==> src/rtl/macc_feeder.sv <==
// macc_feeder -- serial-to-parallel operand packer for a multiply-accumulate array.
//
// Collects a stream of signed byte pairs (A, B) into NUM_INPUTS lanes. When the
// last lane is filled, it issues both packed vectors to the MAC stage with a
// one-cycle valid pulse. The next vector starts assembling on the following
// cycle with no bubble.
//
// Optional feature (macro MACC_FEEDER_PAD_EN):
//   defined   : an i_last below the top lane issues the partial vector. The
//               unwritten lanes are zero and o_last is set.
//   undefined : an early i_last sets the sticky o_err flag. The vector keeps
//               filling normally.
//
// Ports
//   clk, rst_n          clock; synchronous active-low reset
//   i_data_a, i_data_b  signed operand bytes from upstream
//   i_valid, i_last     pair valid; final pair of a job (qualified by i_valid)
//   o_ready             pair can be accepted (no backpressure; low only in reset)
//   o_data_a, o_data_b  packed vectors, lane k at bits [8k+7:8k]
//   o_valid, o_last     one-cycle issue pulse; job end marker
//   o_err               sticky protocol-error flag
module macc_feeder #(
  parameter int NUM_INPUTS = 20
) (
  input  logic                         clk,
  input  logic                         rst_n,
  input  logic signed [7:0]            i_data_a,
  input  logic signed [7:0]            i_data_b,
  input  logic                         i_valid,
  input  logic                         i_last,
  output logic                         o_ready,
  output logic        [8*NUM_INPUTS-1:0] o_data_a,
  output logic        [8*NUM_INPUTS-1:0] o_data_b,
  output logic                         o_valid,
  output logic                         o_last,
  output logic                         o_err
);

  localparam int DATA_W = 8;
  localparam int CNT_W  = (NUM_INPUTS > 1) ? $clog2(NUM_INPUTS) : 1;
  localparam logic [CNT_W-1:0] TOP_LANE = CNT_W'(NUM_INPUTS - 1);

  logic        [CNT_W-1:0]           cnt_p0;
  logic signed [DATA_W-1:0]          lane_a_p0 [NUM_INPUTS];
  logic signed [DATA_W-1:0]          lane_b_p0 [NUM_INPUTS];
  logic        [DATA_W*NUM_INPUTS-1:0] data_a_p1;
  logic        [DATA_W*NUM_INPUTS-1:0] data_b_p1;
  logic                              vld_p1;
  logic                              last_p1;
  logic                              err_q;

  logic                              accept;
  logic                              at_top;
  logic                              early_last;
  logic                              issue;
  logic        [DATA_W*NUM_INPUTS-1:0] vec_a;
  logic        [DATA_W*NUM_INPUTS-1:0] vec_b;

  // No stall path: the block takes a pair every cycle it is out of reset.
  assign o_ready    = rst_n;
  assign accept     = i_valid & o_ready;
  assign at_top     = (cnt_p0 == TOP_LANE);
  assign early_last = accept & i_last & ~at_top;

`ifdef MACC_FEEDER_PAD_EN
  assign issue = accept & (at_top | i_last);
`else
  assign issue = accept & at_top;
`endif

  // Issued vector = stored lanes with the incoming pair merged into its lane,
  // so the completing pair reaches the output without an extra cycle.
  always_comb begin
    vec_a = '0;
    vec_b = '0;
    for (int k = 0; k < NUM_INPUTS; k++) begin
      if (accept && (k == int'(cnt_p0))) begin
        vec_a[DATA_W*k +: DATA_W] = i_data_a;
        vec_b[DATA_W*k +: DATA_W] = i_data_b;
      end else begin
        vec_a[DATA_W*k +: DATA_W] = lane_a_p0[k];
        vec_b[DATA_W*k +: DATA_W] = lane_b_p0[k];
      end
    end
  end

  // ---- stage p0: lane counter and assembly lanes ----
  always_ff @(posedge clk) begin
    if (!rst_n) begin
      cnt_p0 <= '0;
    end else if (accept) begin
      cnt_p0 <= issue ? '0 : cnt_p0 + CNT_W'(1);
    end
  end

  // Lanes are cleared on issue so a short (padded) vector reads zero above
  // its last written lane.
  always_ff @(posedge clk) begin
    if (!rst_n || issue) begin
      for (int k = 0; k < NUM_INPUTS; k++) begin
        lane_a_p0[k] <= '0;
        lane_b_p0[k] <= '0;
      end
    end else if (accept) begin
      lane_a_p0[cnt_p0] <= i_data_a;
      lane_b_p0[cnt_p0] <= i_data_b;
    end
  end

  // ---- stage p1: issued vector, valid pulse, job marker, error flag ----
  always_ff @(posedge clk) begin
    if (!rst_n) begin
      vld_p1  <= 1'b0;
      last_p1 <= 1'b0;
      err_q   <= 1'b0;
    end else begin
      vld_p1  <= issue;
      last_p1 <= issue & i_last;
`ifndef MACC_FEEDER_PAD_EN
      if (early_last) err_q <= 1'b1;
`endif
    end
  end

  always_ff @(posedge clk) begin
    if (!rst_n) begin
      data_a_p1 <= '0;
      data_b_p1 <= '0;
    end else if (issue) begin
      data_a_p1 <= vec_a;
      data_b_p1 <= vec_b;
    end
  end

`ifdef MACC_FEEDER_PAD_EN
  // Early i_last is legal here and is absorbed by the issue path.
  logic unused_early_last;
  assign unused_early_last = early_last;
`endif

  assign o_data_a = data_a_p1;
  assign o_data_b = data_b_p1;
  assign o_valid  = vld_p1;
  assign o_last   = last_p1;
  assign o_err    = err_q;

endmodule

==> config.mk <==
export PLATFORM = sky130hd
export DESIGN_NAME = macc_feeder
export DESIGN_NICKNAME = d
export VERILOG_FILES = /design/src/rtl/macc_feeder.sv
export SDC_FILE = /design/constraint.sdc
export NUM_CORES = 1
export LEC_CHECK = 0
export CAP_MARGIN = 20
export CORE_MARGIN = 1
export CORE_UTILIZATION = 50
export DETAILED_ROUTE_END_ITERATION = 8
export MAX_ROUTING_LAYER = met4
export PLACE_DENSITY = 0.75
export SKIP_CTS_REPAIR_TIMING = 1
export SYNTH_ARGS = -nofsm -noshare
export SYNTH_HDL_FRONTEND = slang
export SYNTH_SLANG_ARGS = --single-unit
export TNS_END_PERCENT = 10
==> constraint.sdc <==
create_clock -name clk -period 3 [get_ports clk]
set_clock_uncertainty 0.2 [all_clocks]
set_input_delay 0.75 -clock clk [delete_from_list [all_inputs] [get_ports clk]]
set_output_delay 0.75 -clock clk [all_outputs]
set_load 0.05 [all_outputs]
# Yosys cells after proc, flatten, opt, wreduce, memory -nomap -nowiden
# Memories as Yosys holds them, arrays and structs flattened. A register that Yosys moved wholly into a read port is not among the register bits.
# Index checks and enable logic that the tools add are counted.
dict set report word_totals {
  input_bits 20
  register_bits 328
  mem_count 2
  mem_bits_rw 320
  out_inout_bits 324
}
dict set report op_classes {
  mux 52
  bitwise 6
  addsub 1
  n_eq_ne 20
  reduce_logical 63
}
# memory depth word_bits read_ports rd_ports_with_merged_regs write_ports line_no
set mem_list {}
lappend mem_list {lane_a_p0 20 8 20 19 20 44} ;# logic signed [DATA_W-1:0] lane_a_p0 [NUM_INPUTS];
lappend mem_list {lane_b_p0 20 8 20 19 20 45} ;# logic signed [DATA_W-1:0] lane_b_p0 [NUM_INPUTS];
# op n
set op_table {}
lappend op_table {{8-bit two-way mux} 42}
lappend op_table {{5-bit equality test, first input constant} 12}
lappend op_table {{1-bit zero test} 39}
lappend op_table {{4-bit by 5-bit equality test with 1-bit output, first input constant} 4}
lappend op_table {{1-bit logical AND} 20}
lappend op_table {{8-bit OR reduction} 2}
lappend op_table {{5-bit two-way mux} 3}
lappend op_table {{3-bit by 5-bit equality test with 1-bit output, first input constant} 2}
lappend op_table {{1-bit two-way mux} 7}
lappend op_table {{5-bit by 1-bit adder with 5-bit output, second input constant} 1}
lappend op_table {{1-bit bitwise AND} 5}
lappend op_table {{2-bit by 5-bit equality test with 1-bit output, first input constant} 1}
lappend op_table {{5-bit equality test, second input constant} 1}
lappend op_table {{5-bit zero test} 1}
lappend op_table {{1-bit logical OR} 1}
lappend op_table {{1-bit NOT} 1}

# Depth between registers and ports, before layout
dict set report logic_depth {
  ltp_word 7
  mapped_depth 7
  depth_no_buf 5
}

# Least setup slack after synthesis
# OpenSTA, ideal clock, no wires.
dict set report synth_timing {
  kind {input -> register}
  start {in rst_n}
  end {mem lane_a_p0[3][0], enable pin}
  setup_ps 367
  path_slack_ps 586
  path_stages 4
  required_time_ps 2433
  arrival_time_ps 1847
  path_cell_list {and4b_1 -> buf_2 -> buf_1 -> a21o_1}
}
# item line_no
set synth_lines {}
lappend synth_lines {{start, declared} 26} ;# input logic rst_n,
lappend synth_lines {{end, declared} 44}

# Worst setup path after layout
dict set report layout_timing {
  start {reg data_a_p1[33], in the netlist o_data_a[33], read port of lane_a_p0}
  end {out o_data_a[33]}
}
# item line_no
set layout_lines {}
lappend layout_lines {{start, declared} 46} ;# logic [DATA_W*NUM_INPUTS-1:0] data_a_p1;
lappend layout_lines {{end, declared} 32} ;# output logic [8*NUM_INPUTS-1:0] o_data_a,
# No word-level cell between the ends.

==> results.json <==
{
  "drt-total-wl_mm": 69.0,
  "start_util": 0.506,
  "nets": 2529,
  "cp_max_fo": 2,
  "setup_viol": 0,
  "cp_slowest_cell": "clkdlybuf4s50_1",
  "synth-seq-cells": 632,
  "netSwitchingFraction": 0.213,
  "drive_gt1_frac": 0.0775,
  "cts_tree": "yes",
  "first_pass_iters": 6,
  "synth_xor_area_frac": 0.000383,
  "mostFrequentLayoutCells": "373 x nand2_1, 340 x clkdlybuf4s50_1, 328 x dfxtp_1",
  "die_area_sq_um": 46700,
  "status": "finished, final reports clean",
  "syn_area_sq_um": 22900,
  "max_slew_margin": 0.120,
  "synth_seq_area_share": 0.686,
  "cts_sinks": 632,
  "worst_slew_pin_slew_ns": 1.32,
  "grt_usage": 0.301,
  "rows": 78,
  "cp.required_ns": 2.05,
  "grt_max_degree": 238,
  "p_int_mw": 13.7,
  "antenna_found_initial": 1,
  "cp_num_cells": 1,
  "grt_overflow": 0,
  "crit_chain": "clkdlybuf4s50_1",
  "drtIter0Drc": 2072,
  "ios": 344,
  "final_common_cell": "nand2_1",
  "critPathBufInv": 1,
  "antenna_violating_nets_post_route": 0,
  "synthAdderAreaFrac": 0.00219,
  "yosys.area.top_type": "edfxtp_1",
  "path_clk_slew_ns": 0.07,
  "portBuffers": 343,
  "synth_top_family_by_area": "simple AND/OR/NAND/NOR gates",
  "yosys.area.top_type_share": 0.399,
  "die_y_microns": 216,
  "leakage_nw": 10.1,
  "seq_area_sq_um": 15700,
  "hold_path.class": "reg2reg",
  "synth_nets": 2226,
  "slew_violations": 0,
  "fin_crit_ns": 2.83,
  "critPathKind": "reg2out",
  "min_path_cells": 2,
  "fp.dieW_microns": 216,
  "grt_pass1_wl_mm": 104,
  "n_fill_cell": 3482,
  "p_switching_mw": 3.69,
  "synth_mux_area_frac": 0.00175,
  "ctsLongestPathBuffers": 3,
  "cts_max_level": 2,
  "post-route-worst-setup-slack_ns": 0.169,
  "power_frac_comb": 0.029,
  "ys_types": 40,
  "drc": 0,
  "end_kind": "output pin",
  "hold_ws_ns": 0.246,
  "rr_worst_depth": 4,
  "yosysWarnings": 0,
  "ys_top_cells_by_area": "edfxtp_1 40%, dfxtp_1 29%, nand3_1 7.0%, o21ai_0 6.2%, nand2_1 6.1%",
  "cp_top_family": "buffers and inverters",
  "grt_pass1_vias": 17000,
  "ir_drop_mv": 0.346,
  "startpoint_type": "flop",
  "num_antenna_cells": 0,
  "finalHoldViolCount": 0,
  "synthSimpleGateAreaFrac": 0.197,
  "p_total_mw": 17.4,
  "max_freq_ghz": 0.353,
  "root_buffer": "clkbuf_16",
  "p_seq_frac": 0.531,
  "synthCells": 2202,
  "cap_violations": 0,
  "wl_per_cell_microns": 21.9,
  "preCtsSetupSlack_ns": -0.0205,
  "crit_arrival_ns": 1.88,
  "avgSynthCellArea_sq_um": 10.4,
  "clkLatencyLatePin_ns": 0.62,
  "clkPwrFrac": 0.440,
  "vias_per_cell": 5.67,
  "vias": 17900,
  "synth-compound-area-share": 0.0770,
  "p_per_area_nw_per_um2": 593,
  "multi_input_area_sq_um": 6400,
  "syn_to_final_growth_pct": 27.8,
  "dp_hpwl_mm": 45.1,
  "gp_congestion": 0.874,
  "core_area_sq_um": 45300,
  "cts_buffers": 61,
  "slowest_delay_ns": 0.85,
  "rsz0062_at_grt": "no",
  "fin_crit_sh": 0.944
}
-- metrics by stage --
stage                     TNS [ns]  cells  utilization  area (sq um)
after floorplan                  0   2202            -         22900
after global placement           0   3042        0.603         27300
after detailed placement   -0.0205   3042        0.603         27300
after CTS                        0   3155        0.646         29300
after global routing             0   3155        0.646         29300
final                            0   3155        0.646         29300
-- final cells by class --
class | instances | share of cell area
timing repair buffer | 428 | 0.151
inverter | 2 | 0.000256
clock buffer | 83 | 0.0578
tap | 600 | 0.0256
sequential | 632 | 0.536
multi-input combinational | 1380 | 0.219
clock inverter | 30 | 0.00987
-- power groups by stage --
stage | clock network (mW) | logic (mW) | registers [mW]
after floorplan | 0 | 0.208 | 9.39
after global placement | 0 | 0.485 | 9.40
after detailed placement | 0 | 0.492 | 9.41
after CTS | 7.70 | 0.494 | 9.22
after global routing | 8.05 | 0.517 | 9.23
final | 7.63 | 0.501 | 9.22
-- final timing paths --
check	to	slack [ns]	from
setup / recovery	o_data_a[33]	0.17	o_data_a[33]$_SDFFE_PN0N_
hold / removal	o_data_b[8]$_SDFFE_PN0N_	0.25	o_data_b[8]$_SDFFE_PN0N_
setup reg to reg	o_data_b[75]$_SDFFE_PN0N_	0.42	cnt_p0[4]$_SDFFE_PN0P_
hold reg to reg	o_data_b[8]$_SDFFE_PN0N_	0.25	o_data_b[8]$_SDFFE_PN0N_
-- per-layer routing --
| layer | vias up | wire length (microns) | track usage |
|---|---|---|---|
| met4 | 0 | 2830 | 0.118 |
| met1 | 8674 | 27500 | 0.392 |
| met2 | 935 | 32100 | 0.460 |
| li1 | 8137 | - | - |
| met3 | 158 | 6580 | 0.0646 |
| met5 | - | 0 | - |
-- kinds of logic after synthesis --
| family | count (synthesis) |
|---|---|
| simple gates | 1030 |
| buf+inv | 190 |
| mux | 4 |
| flops | 632 |
| fa+ha+maj | 4 |
| xor+xnor | 1 |
| compound gates | 341 |
-- registers in the layout (all words and copies together), names as in the netlist --
| register | count |
|---|---|
| o_data_b | 160 |
| cnt_p0 | 5 |
| o_valid | 1 |
| o_data_a | 160 |
| lane_b_p0 | 152 |
| o_err | 1 |
| lane_a_p0 | 152 |
| o_last | 1 |
-- synthesized netlist by cell type --
library cell / n
nand2_1: 373
dfxtp_1: 328
nand3_1: 321
edfxtp_1: 304
o21ai_0: 282
nor2_1: 245
clkbuf_1: 117
buf_2: 56
and2_1: 50
o21ai_1: 36
and3_1: 17
a21o_1: 16
buf_1: 7
buf_4: 6
ha_1: 4
mux2i_1: 4
nor3_1: 4
or2_2: 4
or3_1: 3
buf_6: 2
inv_1: 2
nand2b_1: 2
o21a_1: 2
a21bo_2: 1
a21oi_1: 1
a31o_2: 1
a31oi_1: 1
and4b_1: 1
and4bb_2: 1
nand2_4: 1
nand4_1: 1
nor2b_1: 1
nor3_2: 1
nor3b_1: 1
nor4_1: 1
nor4b_1: 1
o22ai_1: 1
or4_1: 1
or4b_1: 1
xor2_1: 1
(Power assumes the default switching activity.)
